### config.mk
export PLATFORM = sky130hd
export DESIGN_NAME = boot_rom_shadow_loader
export DESIGN_NICKNAME = d
export VERILOG_FILES = /design/src/rtl/boot_rom_shadow_loader.sv
export SDC_FILE = /design/constraint.sdc
export NUM_CORES = 1
export LEC_CHECK = 0
export BUFFER_PORTS_ARGS = -buffer_cell sky130_fd_sc_hd__buf_2
export CAP_MARGIN = 30
export CORE_UTILIZATION = 50
export CTS_CLUSTER_SIZE = 20
export DETAILED_ROUTE_END_ITERATION = 8
export HOLD_SLACK_MARGIN = 0.12
export MAX_ROUTING_LAYER = met4
export PLACE_DENSITY = 0.89
export SYNTH_ARGS = -nofsm -noshare
export SYNTH_HDL_FRONTEND = slang
export SYNTH_SLANG_ARGS = --single-unit
export TNS_END_PERCENT = 30
### constraint.sdc
create_clock -name clk -period 3.5 [get_ports clk]
set_input_delay 0.35 -clock clk [delete_from_list [all_inputs] [get_ports clk]]
set_output_delay 0.35 -clock clk [all_outputs]
set_load 0.01 [all_outputs]
### src/rtl/boot_rom_shadow_loader.sv
// Boot pROM to RAM shadow copier: holds the CPU in reset while ROM words are copied to the top of memory.
// Optional running checksum of written words is enabled with `define BOOT_ROM_CKSUM_EN.
module boot_rom_shadow_loader #(
  parameter int              ROM_AW    = 10,
  parameter int              NWORDS    = 1024,
  parameter int              DAW       = 18,
  parameter logic [DAW-1:0]  DEST_BASE = 18'h3FC00
) (
  input  logic              clk,
  input  logic              reset,
  input  logic              reload,
  output logic              rom_ce,
  output logic              rom_oce,
  output logic              rom_reset,
  output logic [ROM_AW-1:0] rom_ad,
  input  logic [31:0]       rom_dout,
  output logic              mem_req,
  input  logic              mem_ack,
  output logic [DAW-1:0]    mem_addr,
  output logic [31:0]       mem_wdata,
  output logic              cpu_rst,
  output logic              done
`ifdef BOOT_ROM_CKSUM_EN
  ,
  output logic [31:0]       cksum
`endif
);

  typedef enum logic [2:0] {
    ST_IDLE,
    ST_RD,
    ST_CAP,
    ST_WR,
    ST_DONE
  } state_t;

  localparam logic [ROM_AW-1:0] LAST = ROM_AW'(NWORDS - 1);

  state_t            state;
  state_t            next_state;
  logic [ROM_AW-1:0] index;
  logic              accepted;

  assign accepted  = (state == ST_WR) && mem_ack;
  assign rom_ce    = (state == ST_RD);
  assign rom_oce   = rom_ce;
  assign rom_reset = reset;
  assign rom_ad    = index;

  always_comb begin
    next_state = state;
    unique case (state)
      ST_IDLE: next_state = ST_RD;
      ST_RD:   next_state = ST_CAP;
      ST_CAP:  next_state = ST_WR;
      ST_WR:   if (mem_ack) next_state = (index == LAST) ? ST_DONE : ST_RD;
      ST_DONE: if (reload) next_state = ST_IDLE;
      default: next_state = ST_IDLE;
    endcase
  end

  always_ff @(posedge clk) begin
    if (reset) begin
      state     <= ST_IDLE;
      index     <= '0;
      mem_req   <= 1'b0;
      mem_addr  <= DEST_BASE;
      mem_wdata <= '0;
      cpu_rst   <= 1'b1;
      done      <= 1'b0;
    end else begin
      state <= next_state;
      // ROM data is valid in CAP; launch the write request with it
      if (state == ST_CAP) begin
        mem_wdata <= rom_dout;
        mem_addr  <= DEST_BASE + DAW'(index);
        mem_req   <= 1'b1;
      end
      // Write accepted; the index saturates at the last word
      if (accepted) begin
        mem_req <= 1'b0;
        if (index == LAST) begin
          done    <= 1'b1;
          cpu_rst <= 1'b0;
        end else begin
          index <= index + 1'b1;
        end
      end
      if ((state == ST_DONE) && reload) begin
        done    <= 1'b0;
        cpu_rst <= 1'b1;
        index   <= '0;
      end
    end
  end

`ifdef BOOT_ROM_CKSUM_EN
  always_ff @(posedge clk) begin
    if (reset) begin
      cksum <= '0;
    end else if ((state == ST_DONE) && reload) begin
      cksum <= '0;
    end else if (accepted) begin
      cksum <= cksum + mem_wdata;
    end
  end
`endif

endmodule

### After elaboration in Yosys (flattened, before gate mapping)

Cells that the tools add are included.

| storage, ports and cells | value |
|---|---|
| flip-flop bits (word level) | 66 |
| input bits | 36 |

| operators by class | value |
|---|---|
| add/sub/neg operators | 2 |
| eq/ne operators | 7 |
| multiplexer cells | 4 |
| bitwise gates (word level) | 1 |
| reductions and logical operators | 8 |

Operators by type and width:

| cell | number |
|---|---|
| one-hot mux 3 bit (5 select lines) | 1 |
| adder 11 x 11 -> 12 bit (first input constant) | 1 |
| adder 10 x 1 -> 10 bit (second input constant) | 1 |
| == test 10 bit (second input constant) | 1 |
| two-way mux 3 bit | 3 |
| == test 3 x 2 -> 1 bit (second input constant) | 2 |
| AND reduction 2 bit | 3 |
| != test 2 bit (second input constant) | 2 |
| OR reduction 2 bit | 2 |
| == test 3 x 1 -> 1 bit (second input constant) | 1 |
| == test 3 bit (second input constant) | 1 |
| logical NOT 3 bit | 1 |
| logical AND 1 bit | 2 |
| NOT 1 bit | 1 |

### Depth between registers and ports, before layout

| depth | value |
|---|---|
| depth in word-level cells | 4 |
| gate-level depth with buffers | 5 |
| gate-level depth less buffers | 5 |

### Worst setup path after synthesis

No wires, ideal clock.

| timing | value |
|---|---|
| kind | flip-flop to flip-flop |
| from | reg index[0], in the netlist rom_ad[0] |
| to | reg index[4], in the netlist rom_ad[4] |
| setup time | 0.132 ns |
| data arrival time | 1.509 ns |
| slack | 1.859 ns |
| stages on the path, launching flop included | 6 |
| cells stage by stage | dfxtp_1 ha_1 nand4_1 o31ai_1 or3_1 a21oi_1 |

| between the ends | value |
|---|---|
| longest elaborated chain between the ends | 3 |
| elaborated cells between the ends (all ways) | 4 |
| those cells by class | add/sub: 1; eq/ne: 1; bitwise: 1; reduce/logical: 1 |

RTL lines:

| what | line | text |
|---|---|---|
| start: declaration | 41 | `logic [ROM_AW-1:0] index;` |
| start signal: assignment | 86 | `index <= index + 1'b1;` |
| parallel branches: the longest is 3 deep, another holds adder 10 x 1 -> 10 bit | n/a |  |

Several ways; the timed one is not identified.
A chain may end at the register's enable or synchronous reset.

### Worst setup path after layout

Same ends and word-level chain as after synthesis.

==> flow_summary.toml <==
[global_route]
antenna_found_initial = 0
grt_usage_pct = 22.6
overflow = 0
grt_start_max_net_pins = 50
grt_pass1_vias = 1955
grt_first_pass_wirelength_mm = 8.47

[cells_and_area]
fin_nets = 402
diodes = 0
mostFrequentLayoutCells = "buf_2, nand2_1, dfxtp_1, a21oi_1, clkbuf_8"
layout_commonest_cell = "buf_2"
final_cells = 422
layout-drive-gt1-share_pct = 31.1
areaGrowthSynthToFinish_pct = 27.1

[logic_synthesis]
synthCells = 279
ys_ff_latch = 58
yosys_warnings = 0
avgSynthCellArea_um2 = 8.09
yosysUniqueCellTypes = 33
seq_area_frac_synth_pct = 51.4
synth_edf_count = 0
syn_area_um2 = 2260
synth_top_flop_cell = "dfxtp_1"
async_reset_ff_share_pct = 0

[sta]
max_freq_mhz = 529
finalSetupTns_ps = 0
max-slew-margin-rel_pct = 43.2
fin_crit_ps = 1890
rsz0062_at_grt = "no"
setup_viol = 0
slew_viol_final = 0
fin_crit_sh_pct = 54.1
clock-skew-final_ps = 5.27
worst_pin_slew_ps = 852
hold_violations = 0

[die]
num_io_pins = 102
dieArea_um2 = 4790
start_util_pct = 51.8
row_count = 24
die_w_um = 69.2
coreArea_um2 = 4350
die_h_um = 69.2

[flow_run]
cap_viol_max_count = 0

[min_path]
min_path_type = "input pin to register"

[critical_path]
crit_type = "register to register"
critPathArrivalTime_ps = 2140
path_delay_family = "compound AO/OA/AOI/OAI gates"
cp.buffers_inverters = 0
cpMaxStageDelayCell = "o31ai_1"
cpPeakStageDelay_ps = 580
cp_cell_sequence = "ha_1 -> nand4_1 -> o31ai_1 -> o21ai_0 -> a21oi_1"
worstSetupStartpointType = "register"
cp_max_fo = 5
crit_required_ps = 3750
crit_path_end_kind = "register"

[clocking]
cts_root_buffer = "clkbuf_8"
cts-hold-fix-buffers = 0
post_cts_buffers = 0
path_clk_slew_ps = 70
cts_tree = "yes"
cts_max_level = 3
cts_buffer_depth = 2
cts_inserted_buffers = 9
ctsResizeCount = 0
clock_latency_ps = 320
clock_sinks = 58

[routing]
ant_nets = 0
first_iter_violations = 113
first_pass_iters = 4
wl_per_cell_um = 12.1
wl_mm = 5.09
drc = 0
vias = 2160
drt-vias-per-instance = 5.12

[place]
dpl.hpwl_mm = 3.44
placed_cells = 406
place.gp.congestion = 0.842
io_buffers = 93

[power_and_ir_drop]
leakage_nw = 1.25
power-per-cell-area_nw_per_um2 = 482
ir_worst_vdd_uv = 299

[outcome]
status = "complete, no violations"
[layer usage]
metal | vias to the layer above | track usage [%] | share of wire, %
met3 | 14 | 4.94 | 4.9
li1 | 1085 | - | -
met1 | 981 | 26.1 | 43
met5 | - | - | 0
met4 | 0 | 13.6 | 3.0
met2 | 80 | 36.0 | 49
[worst min-delay path, delay by kind of cell]
kind | cells | cell delay, ps
buffers and inverters | 1 | 90
AO/OA/AOI/OAI | 1 | 50
AND/OR/NAND/NOR | 1 | 40
[final timing paths]
| check | endpoint | cells past startpoint | start | slack (ps) |
|---|---|---|---|---|
| setup / recovery | rom_ad[4] | 5 | rom_ad[0] | 1610 |
| hold / removal | mem_wdata[2] | 3 | rom_dout[2] | 260 |
| setup reg to reg | rom_ad[4] | 5 | rom_ad[0] | 1610 |
| hold reg to reg | mem_wdata[27] | 2 | mem_wdata[27] | 450 |
[layout make-up]
cell class,count,area (µm²)
Tap cell,52,65.1
Fill cell,379,1490
Inverter,4,15.0
Clock buffer,14,173
Clock inverter,2,10.0
Timing Repair Buffer,94,473
Sequential cell,58,1160
Multi-Input combinational cell,198,971
[Yosys cell counts, types with 2 or more instances]
cell type  count  area, µm²
nand2_1       90        338
dfxtp_1       58       1160
a21oi_1       51        255
clkbuf_1      15       56.3
buf_4         10       75.1
o21ai_0        7       35.0
nand3_1        6       30.0
inv_1          4       15.0
nor2_1         4       15.0
or3_1          4       25.0
nor3_1         3       15.0
a2111oi_0      2       17.5
and2_1         2       12.5
nand4_1        2       12.5
nor2b_1        2       12.5
o31ai_1        2       15.0
[state kept, by name (all words and copies together), names as in the netlist]
| register | cells |
|---|---|
| done | 1 |
| mem_addr | 10 |
| rom_ad | 10 |
| mem_wdata | 32 |
| state | 3 |
| mem_req | 1 |
| cpu_rst | 1 |
[metrics by stage]
| step | hold slack (ps) | total power, mW | cell area, µm² | worst slack [ps] | util [%] |
|---|---|---|---|---|---|
| floorplan | 470 | 0.797 | 2280 | 1860 | - |
| global placement | 434 | 0.840 | 2690 | 1810 | 61.7 |
| detailed placement | 443 | 0.843 | 2690 | 1690 | 61.7 |
| CTS | 253 | 1.40 | 2870 | 1670 | 65.9 |
| global route | 250 | 1.44 | 2870 | 1510 | 65.9 |
| finish | 263 | 1.38 | 2870 | 1610 | 65.9 |
[kinds of logic (layout without fill, tap and decap cells)]
| group | Yosys count | count (layout) | synth area share (%) |
|---|---|---|---|
| adder cells (fa/ha/maj) | 1 | 1 | 0.554 |
| XOR/XNOR | 1 | 1 | 0.388 |
| buffers and inverters | 30 | 114 | 6.98 |
| AO/OA/AOI/OAI | 65 | 65 | 16.1 |
| flip-flops | 58 | 58 | 51.4 |
| AND/OR/NAND/NOR | 123 | 123 | 24.3 |
| other | 1 | 8 | 0.166 |
[where the power goes]
part	leakage, nW	internal [mW]	switching (mW)	total, mW
clock	0.0965	0.313	0.241	0.554
combinational	0.681	0.0510	0.0795	0.131
sequential	0.471	0.684	0.0131	0.697
total	1.25	1.05	0.333	1.38
Note: power is estimated with default switching activity, not from simulation.
